$ cat config.mk
export PLATFORM = sky130hd
export DESIGN_NAME = lut_neuron_cfg_loader
export DESIGN_NICKNAME = d
export VERILOG_FILES = /design/src/rtl/lut_neuron_pkg.sv /design/src/rtl/lut_neuron_cfg_loader_table.sv /design/src/rtl/lut_neuron_cfg_loader.sv
export SDC_FILE = /design/constraint.sdc
export NUM_CORES = 1
export LEC_CHECK = 0
export ABC_AREA = 1
export CAP_MARGIN = 20
export CORE_MARGIN = 10
export CORE_UTILIZATION = 59
export DETAILED_ROUTE_END_ITERATION = 8
export GPL_ROUTABILITY_DRIVEN = 1
export PLACE_DENSITY_LB_ADDON = 0.25
export SYNTH_ARGS = -nofsm -noshare
export SYNTH_HDL_FRONTEND = slang
export SYNTH_HIERARCHICAL = 1
export SYNTH_SLANG_ARGS = --single-unit
$ cat constraint.sdc
create_clock -name clk -period 4.5 [get_ports clk]
set_input_delay 0.45 -clock clk [delete_from_list [all_inputs] [get_ports clk]]
set_output_delay 0.45 -clock clk [all_outputs]
set_load 0.01 [all_outputs]
$ cat src/rtl/lut_neuron_pkg.sv
// Shared constants and FSM state type for the programmable LUT neuron.
package lut_neuron_pkg;

  // Neuron fan-in and configuration word width (defaults for the loader).
  localparam int IN_BITS = 8;
  localparam int CFG_W   = 32;

  // Table depth and number of configuration beats per full load.
  localparam int DEPTH   = 2 ** IN_BITS;
  localparam int WORDS   = DEPTH / CFG_W;

  // Beat counter width; kept at least one bit for the single-word case.
  localparam int BEAT_W  = (WORDS > 1) ? $clog2(WORDS) : 1;

  // Loader FSM states.
  typedef enum logic [1:0] {
    ST_EMPTY = 2'd0,
    ST_LOAD  = 2'd1,
    ST_ARMED = 2'd2
  } state_t;

endpackage

$ cat src/rtl/lut_neuron_cfg_loader_table.sv
// Truth-table storage: word-wide write port, asynchronous 1-bit read port.
// Contents are never reset; validity is tracked by the loader.
module lut_table_ram #(
  parameter int IN_BITS = 8,
  parameter int CFG_W   = 32,
  parameter int BEAT_W  = 3
) (
  input  logic               clk,
  input  logic               wr_en,
  input  logic [BEAT_W-1:0]  wr_addr,
  input  logic [CFG_W-1:0]   wr_data,
  input  logic [IN_BITS-1:0] rd_addr,
  output logic               rd_data
);

  localparam int WORDS = (2 ** IN_BITS) / CFG_W;
  localparam int SEL_W = $clog2(CFG_W);

  (* ram_style = "distributed", rom_style = "distributed" *)
  logic [CFG_W-1:0] mem [WORDS];

  logic [BEAT_W-1:0] rd_word;
  logic [SEL_W-1:0]  rd_sel;

  // Word write: bit j of word k holds table entry k*CFG_W + j.
  always_ff @(posedge clk) begin
    if (wr_en) begin
      mem[wr_addr] <= wr_data;
    end
  end

  assign rd_word = BEAT_W'(rd_addr >> SEL_W);
  assign rd_sel  = rd_addr[SEL_W-1:0];
  assign rd_data = mem[rd_word][rd_sel];

endmodule

$ cat src/rtl/lut_neuron_cfg_loader.sv
// Run-time programmable 8-input LUT neuron. A loader FSM checks the framing
// of the configuration stream before arming the table; inference is a
// single registered lookup per cycle, masked to 0 while the table is unarmed.
//
// Handshake: a configuration beat transfers on a rising edge where
// cfg_valid && cfg_ready; cfg_ready drops only during the cfg_err pulse.
// The inference path has no backpressure: out_valid follows in_valid by one cycle.
module lut_neuron_cfg_loader
  import lut_neuron_pkg::*;
#(
  parameter int IN_BITS = lut_neuron_pkg::IN_BITS,
  parameter int CFG_W   = lut_neuron_pkg::CFG_W
) (
  input  logic               clk,
  input  logic               rst_n,
  input  logic               cfg_valid,
  output logic               cfg_ready,
  input  logic [CFG_W-1:0]   cfg_data,
  input  logic               cfg_last,
  output logic               cfg_err,
  output logic               loaded,
  input  logic               in_valid,
  input  logic [IN_BITS-1:0] in_data,
  output logic               out_valid,
  output logic               out_data,
  output logic [1:0]         dbg_state
);

  localparam int DEPTH  = 2 ** IN_BITS;
  localparam int WORDS  = DEPTH / CFG_W;
  localparam int BEAT_W = (WORDS > 1) ? $clog2(WORDS) : 1;
  localparam logic [BEAT_W-1:0] LAST_BEAT = BEAT_W'(WORDS - 1);

  state_t            state_q, state_d;
  logic [BEAT_W-1:0] beat_q, beat_d;
  logic [BEAT_W-1:0] pos;
  logic              err_q, err_d;
  logic              accept;
  logic              wr_en;
  logic              rd_bit;

  assign accept    = cfg_valid && cfg_ready;
  assign cfg_ready = ~err_q;
  assign cfg_err   = err_q;
  assign loaded    = (state_q == ST_ARMED);
  assign dbg_state = state_q;

  // Slot the current beat lands in: a beat outside LOAD always starts at 0.
  assign pos = (state_q == ST_LOAD) ? beat_q : '0;

  // Loader state, beat counter and error pulse registers.
  always_ff @(posedge clk) begin
    if (!rst_n) begin
      state_q <= ST_EMPTY;
      beat_q  <= '0;
      err_q   <= 1'b0;
    end else begin
      state_q <= state_d;
      beat_q  <= beat_d;
      err_q   <= err_d;
    end
  end

  // Framing check: cfg_last must appear exactly on the final slot.
  always_comb begin
    state_d = state_q;
    beat_d  = beat_q;
    err_d   = 1'b0;
    wr_en   = 1'b0;
    if (accept) begin
      if (cfg_last != (pos == LAST_BEAT)) begin
        // Bad framing: drop the word and forget any partial table.
        err_d   = 1'b1;
        state_d = ST_EMPTY;
        beat_d  = '0;
      end else begin
        wr_en = 1'b1;
        if (cfg_last) begin
          state_d = ST_ARMED;
          beat_d  = '0;
        end else begin
          state_d = ST_LOAD;
          beat_d  = pos + BEAT_W'(1);
        end
      end
    end
  end

  lut_table_ram #(
    .IN_BITS (IN_BITS),
    .CFG_W   (CFG_W),
    .BEAT_W  (BEAT_W)
  ) u_table (
    .clk     (clk),
    .wr_en   (wr_en),
    .wr_addr (pos),
    .wr_data (cfg_data),
    .rd_addr (in_data),
    .rd_data (rd_bit)
  );

  // Registered lookup; reads the pre-write table and pre-update armed flag.
  always_ff @(posedge clk) begin
    if (!rst_n) begin
      out_valid <= 1'b0;
      out_data  <= 1'b0;
    end else begin
      out_valid <= in_valid;
      if (in_valid) begin
        out_data <= loaded & rd_bit;
      end
    end
  end

endmodule

==> impl_metrics.env <==
export IMPL_globalRoute_busiestLayer="met2"
export IMPL_final_wtd_congestion=0.797
export IMPL_worst_setup_path_end_kind="flop"
export IMPL_worst_path_buf_inv=3
export IMPL_route_detailed_wl_per_inst_um=19.9
export IMPL_cts_max_level=1
export IMPL_cts_sinks=264
export IMPL_start_util=0.600
export IMPL_worst_endpoint_required_time_ns=4.71
export IMPL_area_of_the_multi_input_gates_um2=2550
export IMPL_relSlewSlack=0.254
export IMPL_critical_path_slowest_cell="nor2_4"
export IMPL_die_w_um=155
export IMPL_ys_async_sr_fraction=0
export IMPL_antenna_violations_before_repair=0
export IMPL_drv_max_cap_violation_count=0
export IMPL_drt_pass1_iterations=5
export IMPL_post_synth_top_count_cell="nand2_1"
export IMPL_setup_worst_path_class="flop to flop"
export IMPL_cp_slowest_stage_delay_ns=0.70
export IMPL_ctsLongestPathBuffers=3
export IMPL_fp_coreArea_um2=17900
export IMPL_worst_setup_path_start_kind="flop"
export IMPL_syn_area_um2=10700
export IMPL_grt_setup_unrepaired="no"
export IMPL_drt_iter0_drc=854
export IMPL_post_synth_top_area_fraction=0.716
export IMPL_hold_viol=0
export IMPL_instances_no_fill=1189
export IMPL_synth_top_cells_by_area="edfxtp_1, nand3_1, nand2_1"
export IMPL_critical_path_max_fanout=21
export IMPL_area_sequential_um2=7850
export IMPL_critical_path_arrival_ns=3.40
export IMPL_postCtsHoldBufs=0
export IMPL_routed_via_count=7020
export IMPL_post_synth_cell_area_avg_um2=11.9
export IMPL_power_static_leakage_uw=0.00438
export IMPL_crit_top_cell="ha_1"
export IMPL_detail_route_drc_violations=0
export IMPL_vdd_ir_drop_max_mv=0.354
export IMPL_cts_reportedPaths_clkPinSlew_ns=0.06
export IMPL_detailed_place_hpwl_um=13000
export IMPL_grt_pass1_wl_um=37300
export IMPL_clock_skew_ns=0.0118
export IMPL_holdCritPathClass="flop to flop"
export IMPL_filler_cell_count=1258
export IMPL_flow_area_growth_from_synthesis_pct=14.6
export IMPL_routed_via_density=5.90
export IMPL_synth_edff_count=256
export IMPL_fin_nets=991
export IMPL_ys_warn_count=6
export IMPL_power_density_nw_per_um2=423
export IMPL_result_of_the_run="finished, final reports clean"
export IMPL_ant_nets=0
export IMPL_postSynthNetCount=949
export IMPL_timing_final_crit_share=0.710
export IMPL_final_min_clock_period_ns=3.20
export IMPL_gr_usage_met1=0.253
export IMPL_synth_sequential_area_ratio=0.731
export IMPL_clock_tree_root_cell="clkbuf_16"
export IMPL_worstMarginPinSlew_ns=1.12
export IMPL_post_synth_most_frequent_cells="nand2_1, edfxtp_1, nand3_1"
export IMPL_ys_ff_latch=264
export IMPL_yosys_cell_types_count=17
export IMPL_final_max_slew_violation_count=0
export IMPL_cts_repair_timing_setup_buffer_count=0
export IMPL_hold_slack_ns=0.472
export IMPL_grt_ovfl_total=0
export IMPL_rows=49
export IMPL_placement_io_buffers=51
export IMPL_final_setup_tns_ns=0
export IMPL_die_area_um2=24000
export IMPL_cts_repair_resized=0
export IMPL_dieHeight_um=155
export IMPL_tritoncts="built"
export IMPL_grt_max_degree=129
export IMPL_place_inst=1140
export IMPL_synth_largest_area_cell="edfxtp_1"
export IMPL_worst_path_dominant_cell_family="simple AND/OR/NAND/NOR gates"
export IMPL_setup_violations=0
export IMPL_critical_path_cell_chain="inv_1 > nand2_1 > nor2_1 > ha_1 > ha_1 > inv_1 > ha_1 > nor2_4 > nand2_1 > nor2_4 > buf_4"
export IMPL_clkLatencyLatePin_ns=0.51
export IMPL_antenna_cells=0
export IMPL_cts_buffers=26
export IMPL_first_global_vias=7042
export IMPL_routed_wirelength_um=23600
export IMPL_instance_count_of_the_mapped_netlist=900
export IMPL_drive_gt1_frac=0.0667
export IMPL_max_clock_freq_ghz=0.313
export IMPL_grt_total_usage=0.192
export IMPL_groute_layer_met2_usage=0.323
export IMPL_ys_dominant_reg_cell="edfxtp_1"
export IMPL_ioPinCount=52
export IMPL_grt_use_met3=0.0334
## kinds of logic after synthesis
family	Yosys count	share of synthesized area
AOI/OAI and AO/OA	9	0.00420
adders and majority gates	4	0.00466
buffers and inverters	72	0.0367
DFF	264	0.731
and+or+nand+nor	551	0.223
## metrics by stage
step            util  worst slack, ns  instance area (um^2)  total power (uW)
2_1_floorplan      -             1.10                 10700              2950
3_3_place_gp   0.635             1.40                 11400              3070
3_5_place_dp   0.635             1.29                 11400              3080
4_1_cts        0.683             1.28                 12200              5240
5_1_grt        0.687            0.973                 12300              5380
6_report       0.687             1.30                 12300              5210
## tightest hold or removal path, cell delays in order (launching register included)
cell,delay [ns]
dfxtp_1,0.31
nand2_1,0.06
a21oi_1,0.06
## report_power, final
part           internal, uW  total, uW  switching [uW]
Sequential             2710       2720            5.11
Clock                  1320       2170             850
Combinational           109        318             209
## sequential cells by signal, indices dropped and copies added, names as in the netlist
register     count
out_data         1
out_valid        1
dbg_state        2
cfg_err          1
u_table/mem    256
beat_q           3
## worst paths after layout
check                                               start                            to  slack, ns  cells after the start
worst min register to register     beat_q[1]$_SDFFE_PN0N_        beat_q[1]$_SDFFE_PN0N_       0.47                      2
worst max-delay path            dbg_state[1]$_SDFFE_PN0N_  u_table/mem[3][18]$_DFFE_PP_       1.30                     11
worst min-delay path               beat_q[1]$_SDFFE_PN0N_        beat_q[1]$_SDFFE_PN0N_       0.47                      2
worst max register to register  dbg_state[1]$_SDFFE_PN0N_  u_table/mem[3][18]$_DFFE_PP_       1.30                     11
## cells in the final DEF (no fill, tap or decap)
master and instances:
buf_12 2, buf_16 2, clkdlybuf4s50_1 49, buf_2 1
clkbuf_16 27, nor2_4 9, inv_1 17, clkbuf_1 7
nand3_1 250, nor2_1 5, bufinv_16 4, inv_6 1
ha_1 4, o21ai_0 3, clkinv_1 5, buf_4 12
nand2_4 1, edfxtp_1 256, clkinv_2 3, a21oi_1 6
inv_2 2, nand2_1 286, dfxtp_1 8
## area by class of cell
| type | count | area share |
|---|---|---|
| sequential | 264 | 0.638 |
| multi-input combinational | 564 | 0.207 |
| tap | 229 | 0.0233 |
| inverter | 20 | 0.00620 |
| clock inverter | 12 | 0.0128 |
| timing repair buffer | 66 | 0.0553 |
| clock buffer | 34 | 0.0571 |
## routing by layer
layer | up-vias | wire length, um
met4 | 0 | 449
met2 | 315 | 11600
met5 | - | 0
li1 | 3269 | -
met3 | 43 | 1880
met1 | 3393 | 9750
(Power assumes the default switching activity.)
